$ cat src/rtl/ps2_key_decoder.sv
`default_nettype none
// ============================================================================
// Module   : ps2_key_decoder
// Brief    : PS/2 set-2 keyboard receiver. Handles the E0/F0 prefixes and
//            produces key events plus a held-key vector.
//            Optional macro PS2_PARITY_CHECK_EN enables the odd-parity check.
// Revision : 1.0  initial release
// ============================================================================
module ps2_key_decoder #(
    parameter int FILTER_LEN     = 8,
    parameter int TIMEOUT_CYCLES = 50000
) (
    input  logic        clk,
    input  logic        rst,
    input  logic        keyclk,
    input  logic        keyinput,
    output logic        key_valid,
    output logic [7:0]  key_code,
    output logic        key_ext,
    output logic        key_break,
    output logic [13:0] held,
    output logic        frame_err
);

    localparam int FC_W = $clog2(FILTER_LEN + 1);
    localparam int TO_W = $clog2(TIMEOUT_CYCLES + 1);
    localparam logic [FC_W-1:0] FILT_LAST = FC_W'(FILTER_LEN - 1);
    localparam logic [TO_W-1:0] TO_LAST   = TO_W'(TIMEOUT_CYCLES - 1);

    typedef enum logic [1:0] {
        IDLE   = 2'd0,
        DATA   = 2'd1,
        PARITY = 2'd2,
        STOP   = 2'd3
    } state_t;

    logic            clk_s1, clk_s2, dat_s1, dat_s2;
    logic [FC_W-1:0] filt_cnt;
    logic            filt, filt_d;
    logic            fall_edge;

    state_t          state, state_nxt;
    logic [7:0]      shift, shift_nxt;
    logic [2:0]      bit_cnt, bit_cnt_nxt;
    logic [TO_W-1:0] to_cnt, to_nxt;
    logic            byte_rdy, byte_rdy_nxt;
    logic            err_nxt;
    logic            ext_flag, brk_flag;
    logic            par_bad;
`ifdef PS2_PARITY_CHECK_EN
    logic            par_bit, par_nxt;
`endif

    // Bus idles high, so synchronizers and filter come out of reset at 1.
    always_ff @(posedge clk or posedge rst) begin
        if (rst) begin
            clk_s1 <= 1'b1;
            clk_s2 <= 1'b1;
            dat_s1 <= 1'b1;
            dat_s2 <= 1'b1;
        end else begin
            clk_s1 <= keyclk;
            clk_s2 <= clk_s1;
            dat_s1 <= keyinput;
            dat_s2 <= dat_s1;
        end
    end

    always_ff @(posedge clk or posedge rst) begin
        if (rst) begin
            filt_cnt <= '0;
            filt     <= 1'b1;
            filt_d   <= 1'b1;
        end else begin
            filt_d <= filt;
            if (clk_s2 != filt) begin
                if (filt_cnt == FILT_LAST) begin
                    filt     <= clk_s2;
                    filt_cnt <= '0;
                end else begin
                    filt_cnt <= filt_cnt + 1'b1;
                end
            end else begin
                filt_cnt <= '0;
            end
        end
    end

    assign fall_edge = filt_d & ~filt;

`ifdef PS2_PARITY_CHECK_EN
    assign par_bad = ~(^{shift, par_bit});
`else
    assign par_bad = 1'b0;
`endif

    always_ff @(posedge clk or posedge rst) begin
        if (rst) begin
            state     <= IDLE;
            shift     <= '0;
            bit_cnt   <= '0;
            to_cnt    <= '0;
            byte_rdy  <= 1'b0;
            frame_err <= 1'b0;
`ifdef PS2_PARITY_CHECK_EN
            par_bit   <= 1'b0;
`endif
        end else begin
            state     <= state_nxt;
            shift     <= shift_nxt;
            bit_cnt   <= bit_cnt_nxt;
            to_cnt    <= to_nxt;
            byte_rdy  <= byte_rdy_nxt;
            frame_err <= err_nxt;
`ifdef PS2_PARITY_CHECK_EN
            par_bit   <= par_nxt;
`endif
        end
    end

    always_comb begin
        state_nxt    = state;
        shift_nxt    = shift;
        bit_cnt_nxt  = bit_cnt;
        byte_rdy_nxt = 1'b0;
        err_nxt      = 1'b0;
        to_nxt       = to_cnt + 1'b1;
`ifdef PS2_PARITY_CHECK_EN
        par_nxt      = par_bit;
`endif
        if (state == IDLE || fall_edge) begin
            to_nxt = '0;
        end
        if (fall_edge) begin
            case (state)
                IDLE: begin
                    if (!dat_s2) begin
                        state_nxt   = DATA;
                        bit_cnt_nxt = '0;
                    end
                end
                DATA: begin
                    shift_nxt   = {dat_s2, shift[7:1]};
                    bit_cnt_nxt = bit_cnt + 3'd1;
                    if (bit_cnt == 3'd7) begin
                        state_nxt = PARITY;
                    end
                end
                PARITY: begin
`ifdef PS2_PARITY_CHECK_EN
                    par_nxt   = dat_s2;
`endif
                    state_nxt = STOP;
                end
                default: begin
                    state_nxt = IDLE;
                    if (!dat_s2 || par_bad) begin
                        err_nxt = 1'b1;
                    end else begin
                        byte_rdy_nxt = 1'b1;
                    end
                end
            endcase
        end else if (state != IDLE && to_cnt == TO_LAST) begin
            // Stalled mid-frame: drop the partial byte.
            state_nxt = IDLE;
            shift_nxt = '0;
            err_nxt   = 1'b1;
            to_nxt    = '0;
        end
    end

    function automatic logic [13:0] key_mask(input logic ext, input logic [7:0] code);
        key_mask = '0;
        case ({ext, code})
            9'h175:  key_mask[0]  = 1'b1;
            9'h172:  key_mask[1]  = 1'b1;
            9'h16B:  key_mask[2]  = 1'b1;
            9'h174:  key_mask[3]  = 1'b1;
            9'h05A:  key_mask[4]  = 1'b1;
            9'h01D:  key_mask[5]  = 1'b1;
            9'h01C:  key_mask[6]  = 1'b1;
            9'h01B:  key_mask[7]  = 1'b1;
            9'h023:  key_mask[8]  = 1'b1;
            9'h03B:  key_mask[9]  = 1'b1;
            9'h042:  key_mask[10] = 1'b1;
            9'h04B:  key_mask[11] = 1'b1;
            9'h043:  key_mask[12] = 1'b1;
            9'h02D:  key_mask[13] = 1'b1;
            default: key_mask     = '0;
        endcase
    endfunction

    // The received byte stays in the shift register until the next frame starts.
    always_ff @(posedge clk or posedge rst) begin
        if (rst) begin
            key_valid <= 1'b0;
            key_code  <= '0;
            key_ext   <= 1'b0;
            key_break <= 1'b0;
            held      <= '0;
            ext_flag  <= 1'b0;
            brk_flag  <= 1'b0;
        end else begin
            key_valid <= 1'b0;
            if (frame_err) begin
                ext_flag <= 1'b0;
                brk_flag <= 1'b0;
            end else if (byte_rdy) begin
                if (shift == 8'hE0) begin
                    ext_flag <= 1'b1;
                end else if (shift == 8'hF0) begin
                    brk_flag <= 1'b1;
                end else begin
                    key_valid <= 1'b1;
                    key_code  <= shift;
                    key_ext   <= ext_flag;
                    key_break <= brk_flag;
                    ext_flag  <= 1'b0;
                    brk_flag  <= 1'b0;
                    if (brk_flag) begin
                        held <= held & ~key_mask(ext_flag, shift);
                    end else begin
                        held <= held | key_mask(ext_flag, shift);
                    end
                end
            end
        end
    end

endmodule
`default_nettype wire

$ cat config.mk
export PLATFORM = sky130hd
export DESIGN_NAME = ps2_key_decoder
export DESIGN_NICKNAME = d
export VERILOG_FILES = /design/src/rtl/ps2_key_decoder.sv
export SDC_FILE = /design/constraint.sdc
export NUM_CORES = 1
export LEC_CHECK = 0
export BUFFER_PORTS_ARGS = -buffer_cell sky130_fd_sc_hd__buf_2
export CORE_UTILIZATION = 58
export CTS_CLUSTER_SIZE = 8
export DETAILED_ROUTE_END_ITERATION = 10
export PLACE_DENSITY = 0.85
export REMOVE_ABC_BUFFERS = 1
export SLEW_MARGIN = 20
export SYNTH_ARGS = -nofsm -noshare
export SYNTH_HDL_FRONTEND = slang
export SYNTH_SLANG_ARGS = --single-unit
$ cat constraint.sdc
create_clock -name clk -period 2.19 [get_ports clk]
set_input_delay 0.3285 -clock clk [delete_from_list [all_inputs] [get_ports clk]]
set_output_delay 0.3285 -clock clk [all_outputs]
set_load 0.03 [all_outputs]
# After elaboration in Yosys (flattened, before gate mapping)
# Index checks and enable logic that the tools add are counted.
[op_classes]
addsub = 3
n_eq_ne = 28
mux = 189
n_bitwise = 8
reduce_logical = 15
[op_table]
columns = ["op", "count"]
rows = [
  ["2-to-1 mux 1 bit", 173],
  ["2-to-1 mux 16 bit", 3],
  ["equality test 9 x 7 -> 1 bit, second input constant", 4],
  ["equality test 9 bit, second input constant", 4],
  ["equality test 9 x 5 -> 1 bit, second input constant", 3],
  ["equality test 9 x 6 -> 1 bit, second input constant", 3],
  ["2-to-1 mux 8 bit", 3],
  ["adder 16 x 1 -> 16 bit, second input constant", 1],
  ["equality test 16 bit, second input constant", 1],
  ["equality test 8 bit, second input constant", 2],
  ["AND 14 bit", 1],
  ["2-to-1 mux 14 bit", 1],
  ["inverter 14 bit", 1],
  ["bitwise OR 14 bit", 1],
  ["inequality test 3 bit, second input constant", 3],
  ["2-to-1 mux 2 bit", 4],
  ["2-to-1 mux 4 bit", 2],
  ["AND reduction 2 bit", 4],
  ["nonzero test 2 bit", 4],
  ["one-hot mux 2 bit (3 select lines)", 1],
  ["one-hot mux 3 bit (2 select lines)", 1],
  ["AND reduction 3 bit", 2],
  ["adder 4 x 1 -> 4 bit, second input constant", 1],
  ["equality test 4 x 3 -> 1 bit, second input constant", 1],
  ["other kinds (15)", 19],
]
[totals]
regBits = 68
inputBits = 4

# Logic depth before layout (Yosys ltp)
# Gate-level depths: netlist of run 1.
[depth]
word_depth = 10
depth_mapped = 6
ltp_nobuf = 6

# Least setup slack after synthesis of run 1
# OpenSTA, ideal clock, no wires.
[synth_timing]
path_kind = "register -> register"
startpoint = "reg frame_err"
endpoint = "reg with a tool-made name"
setup_time_ns = 0.080
arrival_time_ns = 1.724
required_ns = 2.110
setup_slack_ns = 0.386
stages_incl_launch_ff = 5
period_less_slack_ns = 1.804
cell_sequence = "dfrtp_1 nand2b_2 or4b_4 nor4b_4 mux2i_1"
[synth_lines]
columns = ["element", "line_no", "rtl"]
rows = [
  ["from (decl)", "22", "output logic frame_err"],
  ["from (signal assigned)", "114", "frame_err <= err_nxt;"],
]

==> results of run 1 <==
## layout make-up
class / count / area (um^2)
repair buffers: 33 / 188
clock inverters: 1 / 5.00
fillers: 393 / 1620
well taps: 70 / 87.6
inverters: 17 / 63.8
clock buffers: 15 / 176
multi-input cells: 195 / 1330
flip-flops and latches: 68 / 1710
## path summary, 6_finish.rpt
kind	start	end	slack, ps
setup / recovery	frame_err$_DFF_PP0_	flop	450
hold / removal	rst	to_cnt[6]$_DFF_PP0_	50
setup reg to reg	frame_err$_DFF_PP0_	flop	450
hold reg to reg	dat_s1$_DFF_PP1_	dat_s2$_DFF_PP1_	360
max in group asynchronous	rst	filt$_DFFE_PP1P_	1470
min in group clk	keyinput	dat_s1$_DFF_PP1_	80
## layout by cell type, fill, tap and decap left out, types with 4 or more instances in the layout
cell / n
nor2b_1: 5
mux2_2: 10
and3_1: 5
clkbuf_8: 12
buf_2: 29
nand4_1: 9
dfrtp_1: 62
inv_1: 16
dfstp_2: 6
xnor2_1: 13
nor3_1: 10
a21oi_1: 6
o31ai_1: 5
mux2i_1: 10
nand2b_1: 4
nor2_1: 23
nand3_1: 11
o21ai_0: 9
ha_1: 9
nand2_1: 28
## kinds of logic (layout without fill, tap and decap cells)
| logic type | after synthesis | after routing |
|---|---|---|
| AND/OR/NAND/NOR | 116 | 116 |
| multiplexers | 20 | 20 |
| buffers and inverters | 26 | 66 |
| XOR/XNOR | 15 | 15 |
| flip-flops | 68 | 68 |
| AO/OA/AOI/OAI | 35 | 35 |
| adder cells (fa/ha/maj) | 9 | 9 |
## power by group
| part | internal [uW] | switching (uW) |
|---|---|---|
| clock | 504 | 440 |
| combinational | 142 | 259 |
| sequential | 1370 | 99.8 |
## routing by layer
| metal | track usage | up-vias | part of all wire |
|---|---|---|---|
| met2 | 0.354 | 37 | 0.47 |
| met3 | 0.0582 | 14 | 0.030 |
| met5 | 0 | - | 0 |
| met4 | 0.136 | 0 | 0.025 |
| met1 | 0.296 | 1076 | 0.47 |
| li1 | - | 1081 | - |
## per-stage QoR
| step | utilization | instance area [um^2] | cells | setup WS (ps) |
|---|---|---|---|---|
| 2_1_floorplan | - | 3100 | 280 | 160 |
| 3_3_place_gp | 0.653 | 3380 | 383 | 507 |
| 3_5_place_dp | 0.653 | 3380 | 383 | 472 |
| 4_1_cts | 0.688 | 3560 | 399 | 447 |
| 5_1_grt | 0.688 | 3560 | 399 | 356 |
| 6_report | 0.688 | 3560 | 399 | 455 |
==> results.tsv, run 1 <==
metric	value	unit
Warnings, synthesis	0	
vias in the first global route	2093	
DRC viols	0	
largest family of logic cells by synthesized area	simple AND/OR/NAND/NOR gates	
Mapped Avg Cell Area	10.9	um^2
Synth Area in Adders	0.0359	
# hold bufs at CTS	0	
Critical Path End Type	flop	
Final setup viols	0	
initial drt markers	158	
XOR/XNOR share of the synthesized area	0.0418	
wire length per cell	14.6	um
headroom to the max-slew limit	0.593	
Crit path depth	4	
# clock sinks	68	
top cells by instance count after synthesis	dfrtp_1 (62), nand2_1 (28), nor2_1 (23), inv_1 (17), xnor2_1 (13)	
minimum clock period	1740	ps
top-count cell post-synth	dfrtp_1	
Clock Skews	4.97	ps
post-synthesis cell area	0.00314	mm^2
share of layout cells above drive strength 1	0.216	
Worst EP arrival	2000	ps
area leader, netlist	dfrtp_1	
post-CTS setup buffer count	0	
Initial Util	0.607	
Final Cycle Share	0.792	
Fmax achieved	576	MHz
Synth top area share	0.494	
Mapped Cells	289	
Placer Congestion	0.838	
Max H-tree Level	3	
EDFF count, synth	0	
critical path startpoint category	flop	
Core Area	0.00517	mm^2
CP Buf/Inv Count	0	
GRT Total Usage	0.230	
Detailed Routing Iterations Pass 1	4	
Clock transition at path regs	70	ps
Worst-Skew Late Latency	340	ps
Critical Path Fanout Max	6	
RSZ-0062 raised after global routing	no	
Via Count	2208	
Netlist cell types	46	
die height	75.6	um
WL final	5.81	mm
R2R cell count	4	
simple-gate area share of the yosys netlist	0.205	
antenna violations before repair	0	
Pleak	0.00167	uW
worst min path class	primary input to async pin	
CP Data Required Time	2460	ps
Die Span X	75.6	um
Crit-path slowest cell	or4b_4	
NumNets Final	337	
CTS root buf	clkbuf_8	
ys async rst share	1.00	
Cell Pwr Density	790	mW/mm^2
Final ANT Viol Nets	0	
Worst-Margin Slew	609	ps
Pins Over Slew Limit	0	
hold_ws	50.3	ps
largest net degree at the start of global routing	42	
Rows	26	
number of port buffers	29	
Max VDD drop	0.651	mV
WS Path Type	flop to flop	
max incr delay on CP	530	ps
Diodes inserted	0	
# IOs	30	
Synth Area in Compound Gates	0.0725	
mux share of post-synthesis cell area	0.0677	
CTS Buf Count	9	
final hold violation count	0	
sequential area share after synthesis	0.544	
Area Growth Syn to Fin	13.3	%
TritonCTS clock tree	done	
cell chain of the critical path	nand2b_2 > or4b_4 > nor4b_4 > mux2i_1	
status	completed	
first-pass GRT wire length	9.48	mm
GRT Residual Overflow	0	
clk buf depth	2	
cells taking the most area after synthesis	dfrtp_1 (49%), dfstp_2 (5.0%), xnor2_1 (3.6%), ha_1 (3.6%), mux2_2 (3.6%)	
DP HPWL	3.97	mm
Maximum Capacitance Violations	0	
# resized after CTS	0	
CP delay by family, top	simple AND/OR/NAND/NOR gates	
Die Area	0.00571	mm^2
Synth Flop Type	dfrtp_1	
FF+latch count, synth	68	
Vias/cell	5.53	
total power	2810	uW
TNS Setup	0	ps
Power figures use the tool's default switching activity.
==> inputs of run 2 (changes only) <==
--- a/config.mk
+++ b/config.mk
@@ -6,10 +6,10 @@
 export NUM_CORES = 1
 export LEC_CHECK = 0
 export BUFFER_PORTS_ARGS = -buffer_cell sky130_fd_sc_hd__buf_2
-export CORE_UTILIZATION = 58
+export CORE_UTILIZATION = 53
 export CTS_CLUSTER_SIZE = 8
 export DETAILED_ROUTE_END_ITERATION = 10
-export PLACE_DENSITY = 0.85
+export PLACE_DENSITY = 0.82
 export REMOVE_ABC_BUFFERS = 1
 export SLEW_MARGIN = 20
 export SYNTH_ARGS = -nofsm -noshare
==> constraint.sdc (replaced) <==
create_clock -name clk -period 1.5 [get_ports clk]
set_input_delay 0.225 -clock clk [delete_from_list [all_inputs] [get_ports clk]]
set_output_delay 0.225 -clock clk [all_outputs]
set_load 0.03 [all_outputs]
==> run 2 against run 1 <==
Net effect: the run now ends with setup timing left; die area grew 9.2%; clock power grew 41%; sequential share of layout area shrank 6.5 points; clock-buffer cell count shrank 4; wire length grew 30%; sequential cell count is the same; global-route usage grew 1.1 points; first-iteration DRC count grew 68%; clock skew shrank 1.4 ps; sequential power grew 43%; via count grew 20%.
==> results.tsv, run 2 (synthesis gave the netlist of run 1 again) <==
metric	value	unit
antenna violations before repair	0	
die height	79.0	um
Max H-tree Level	3	
Detailed Routing Iterations Pass 1	5	
initial drt markers	265	
CTS Buf Count	9	
Final setup viols	28	
TritonCTS clock tree	done	
R2R cell count	5	
Setup crit end	to_cnt[15]$_DFF_PP0_	
dpl ws	-144	ps
worst min path class	flop to flop	
Reg-to-Reg End	to_cnt[15]$_DFF_PP0_	
share of layout cells above drive strength 1	0.382	
headroom to the max-slew limit	0.655	
critical path startpoint category	flop	
status	finished with violations	
Final Cycle Share	1.09	
NumNets Final	393	
Maximum Capacitance Violations	0	
failing checks	setup timing	
GRT Total Usage	0.241	
clk buf depth	2	
largest net degree at the start of global routing	40	
Fmax achieved	611	MHz
number of port buffers	29	
most used cell, CP	buf_4	
TNS Setup	-1920	ps
Critical Path End Type	flop	
Final ANT Viol Nets	0	
r2r startpoint	to_cnt[11]$_DFF_PP0_	
DP HPWL	4.55	mm
Worst-Skew Late Latency	350	ps
hold_ws	356	ps
max incr delay on CP	510	ps
WL final	7.54	mm
Crit-path slowest cell	or4_1	
CP Data Required Time	1780	ps
Core Area	0.00561	mm^2
Pins Over Slew Limit	0	
final hold violation count	0	
RSZ-0062 raised after global routing	yes	
Clock transition at path regs	70	ps
Worst-Margin Slew	518	ps
vias in the first global route	2515	
minimum clock period	1640	ps
first-pass GRT wire length	11.5	mm
Max VDD drop	0.676	mV
final worst setup slack	-138	ps
R2R setup slack	-140	ps
Initial Util	0.560	
total power	4380	uW
Cell Pwr Density	1060	mW/mm^2
Die Area	0.00624	mm^2
CTS root buf	clkbuf_8	
Rows	27	
Die Span X	79.0	um
Vias/cell	5.78	
Diodes inserted	0	
# IOs	30	
most frequent cells in the layout	dfrtp_1 (61), buf_4 (53), buf_2 (29)	
Worst EP arrival	1910	ps
Clock Skews	3.55	ps
most common cell after layout, fill and taps aside	dfrtp_1	
wire length per cell	16.5	um
# clock sinks	68	
Critical Path Fanout Max	4	
Area Growth Syn to Fin	31.2	%
CP Launch Point	to_cnt[11]$_DFF_PP0_	
Pleak	0.00201	uW
WS Path Type	flop to flop	
Via Count	2641	
Placer Congestion	0.818	
DRC viols	0	
GRT Residual Overflow	0	
cell chain of the critical path	buf_4 > nand4_1 > buf_4 > or4_1 > a21oi_1	
==> run 2: what timing repair did <==
action	CTS	global route
hold endpoints to repair	16	0
pin swaps	6	14
setup endpoints to repair	25	46
gates cloned	1	0
gates resized for setup	15	26
setup buffers	4	5
hold buffers	3	0
==> run 2: worst max-delay path, delay by kind of cell, from the launching register on <==
kind | cells | cell delay (ps)
and+or+nand+nor | 2 | 670
DFF | 1 | 380
buffers and inverters | 2 | 360
AOI/OAI and AO/OA | 1 | 150
==> run 2: power by group <==
| group | switching (uW) | internal, uW |
|---|---|---|
| Combinational | 545 | 403 |
| Sequential | 105 | 1990 |
| Clock | 697 | 633 |
| Total | 1350 | 3030 |
==> run 2: stage by stage <==
stage | utilization | cell area [um^2] | cells
6_report | 0.735 | 4120 | 457
5_1_grt | 0.735 | 4120 | 457
4_1_cts | 0.707 | 3970 | 452
3_5_place_dp | 0.660 | 3700 | 428
3_3_place_gp | 0.660 | 3700 | 428
2_1_floorplan | - | 3100 | 280
==> run 2: final cells by class <==
type / instances / area [um^2]
Sequential cell: 68 / 1710
Fill cell: 368 / 1490
Clock inverter: 5 / 27.5
Tap cell: 72 / 90.1
Multi-Input combinational cell: 195 / 1460
Clock buffer: 11 / 141
Timing Repair Buffer: 89 / 627
Inverter: 17 / 63.8
==> run 2: layer usage <==
layer | GRT usage | up-vias | wire (um)
li1 | - | 1200 | -
met1 | 0.301 | 1304 | 3160
met2 | 0.392 | 105 | 3690
met3 | 0.0586 | 32 | 457
met4 | 0.115 | 0 | 237
met5 | 0 | - | 0
==> run 2: worst min path at each step <==
stage	start	endpoint	slack (ps)	depth (start not counted)
3_3_place_gp	rst	key_code[5]$_DFFE_PP0P_	210	2
3_5_place_dp	rst	key_code[5]$_DFFE_PP0P_	220	2
5_1_grt	dat_s1$_DFF_PP1_	dat_s2$_DFF_PP1_	360	0
4_1_cts	dat_s1$_DFF_PP1_	dat_s2$_DFF_PP1_	360	0
2_1_floorplan	keyclk	clk_s1$_DFF_PP1_	230	0
6_report	dat_s1$_DFF_PP1_	dat_s2$_DFF_PP1_	360	0
==> inputs of run 3 (changes only) <==
==> constraint.sdc (replaced) <==
create_clock -name clk -period 1.4 [get_ports clk]
set_input_delay 0.21 -clock clk [delete_from_list [all_inputs] [get_ports clk]]
set_output_delay 0.21 -clock clk [all_outputs]
set_load 0.03 [all_outputs]
==> run 3 against run 2 <==
Net effect: the flow still finishes with violations (setup timing); via count up 9.3%; clock-buffer cell count fell by 1; core utilization up 7.1 points; design area is 9.7% higher; clock skew rose by 3.6 ps; clock power up 26%; register-to-register slack worse by 170 ps; non-clock buffer count is 16 higher.
==> results.tsv, run 3 (synthesis gave the netlist of run 1 again) <==
metric	value	unit
status	finished with violations	
failing checks	setup timing	
max incr delay on CP	520	ps
most frequent cells in the layout	dfrtp_1 (60), buf_4 (57), buf_2 (29)	
Worst-Skew Late Latency	360	ps
Crit-path slowest cell	or4b_4	
cell chain of the critical path	and2b_1 > or4b_4 > nor4b_4 > mux2i_1	
final worst setup slack	-305	ps
Worst EP arrival	1970	ps
Placer Congestion	0.806	
CTS root buf	clkbuf_8	
Via Count	2887	
filler instances	279	
Rows	27	
CTS Buf Count	9	
die height	79.0	um
antenna violations before repair	0	
clk buf depth	2	
Register Area	0.00171	mm^2
# IOs	30	
WL final	9.49	mm
Area Growth Syn to Fin	43.9	%
Max H-tree Level	3	
Placed Cells	437	
DP HPWL	4.60	mm
first-pass GRT wire length	12.5	mm
hold_ws	357	ps
Critical Path Fanout Max	4	
headroom to the max-slew limit	0.663	
Die Area	0.00624	mm^2
multi-input logic area	0.00164	mm^2
WHS Endpoint	dat_s2$_DFF_PP1_	
Core Area	0.00561	mm^2
Max VDD drop	0.795	mV
critical path startpoint category	flop	
worst min path class	flop to flop	
Vias/cell	6.10	
Hold Path Stages	0	
Maximum Capacitance Violations	0	
Critical Path End Type	flop	
final hold violation count	0	
R2R cell count	4	
Pins Over Slew Limit	0	
NumNets Final	409	
r2r startpoint	shift[2]$_DFFE_PP0P_	
Clock transition at path regs	70	ps
most common cell after layout, fill and taps aside	dfrtp_1	
hold_sp	dat_s1$_DFF_PP1_	
total power	5530	uW
Pleak	0.00208	uW
WS Path Type	flop to flop	
number of port buffers	29	
share of layout cells above drive strength 1	0.489	
Final setup viols	52	
largest net degree at the start of global routing	40	
wire length per cell	20.1	um
CP Data Required Time	1670	ps
Cell Pwr Density	1220	mW/mm^2
GRT Total Usage	0.267	
vias in the first global route	2663	
Initial Util	0.560	
minimum clock period	1700	ps
Detailed Routing Iterations Pass 1	4	
fin area	0.00452	mm^2
Diodes inserted	0	
# clock sinks	68	
Die Span X	79.0	um
Final Instance Count excl. Fillers	473	
RSZ-0062 raised after global routing	yes	
TritonCTS clock tree	done	
Final ANT Viol Nets	0	
placed inst area	0.00378	mm^2
R2R setup slack	-300	ps
DRC viols	0	
initial drt markers	241	
TNS Setup	-10280	ps
Clock Skews	7.16	ps
Worst-Margin Slew	506	ps
GRT Residual Overflow	0	
Final Cycle Share	1.22	
Fmax achieved	587	MHz
-- run 3: cell types whose count changed in the layout (fill, tap and decap cells not counted), sizes merged --
| cell | previous run | this run |
|---|---|---|
| clkinv | 4 | 3 |
| clkinvlp | 1 | 2 |
| clkbuf | 11 | 10 |
| buf | 86 | 102 |
| bufinv | 0 | 1 |
-- run 3: routing by layer --
layer | up-vias | routed length (um) | global-route usage
met2 | 159 | 4620 | 0.448
met3 | 59 | 530 | 0.0529
li1 | 1233 | - | -
met1 | 1436 | 3770 | 0.322
met4 | 0 | 576 | 0.144
met5 | - | 0 | 0
-- run 3: power by group --
group	switching (uW)	leakage (uW)	total, uW	internal (uW)
sequential	118	0.000919	2260	2140
clock	799	0.0000983	1670	867
combinational	888	0.00107	1610	718
total	1810	0.00208	5530	3720
-- run 3: critical path, delay by kind of cell, from the launching register on --
| family | cells | cell delay [ps] |
|---|---|---|
| DFF | 1 | 390 |
| muxes | 1 | 200 |
| and+or+nand+nor | 3 | 1030 |
-- run 3: area by class of cell --
type,count,area share
clock buffer,10,0.0304
clock inverter,6,0.0141
inverter,17,0.0141
multi-input combinational,195,0.362
sequential,68,0.379
tap,72,0.0199
timing repair buffer,105,0.181
-- run 3: worst max-delay path by stage --
stage	cells after the start	slack (ps)	startpoint	to
after floorplan	1	-510	rst	async pin
after global placement	4	-190	shift[2]$_DFFE_PP0P_	flop
after detailed placement	4	-240	shift[2]$_DFFE_PP0P_	flop
after CTS	4	-260	shift[2]$_DFFE_PP0P_	flop
after global routing	5	-370	to_cnt[5]$_DFF_PP0_	frame_err$_DFF_PP0_
final	4	-300	shift[2]$_DFFE_PP0P_	flop
-- run 3: repair_timing --
action | in CTS | in global routing
pin swaps | 20 | 21
setup endpoints to repair | 42 | 54
gates cloned | 3 | 0
setup buffers | 8 | 10
resized for setup | 42 | 59
hold endpoints to repair | 11 | 0
hold buffers | 3 | 0
-- run 3: metrics by stage --
stage          worst slack, ps   util
3_3_place_gp              -190  0.674
2_1_floorplan             -512      -
6_report                  -305  0.806
3_5_place_dp              -240  0.674
5_1_grt                   -374  0.806
4_1_cts                   -258  0.754
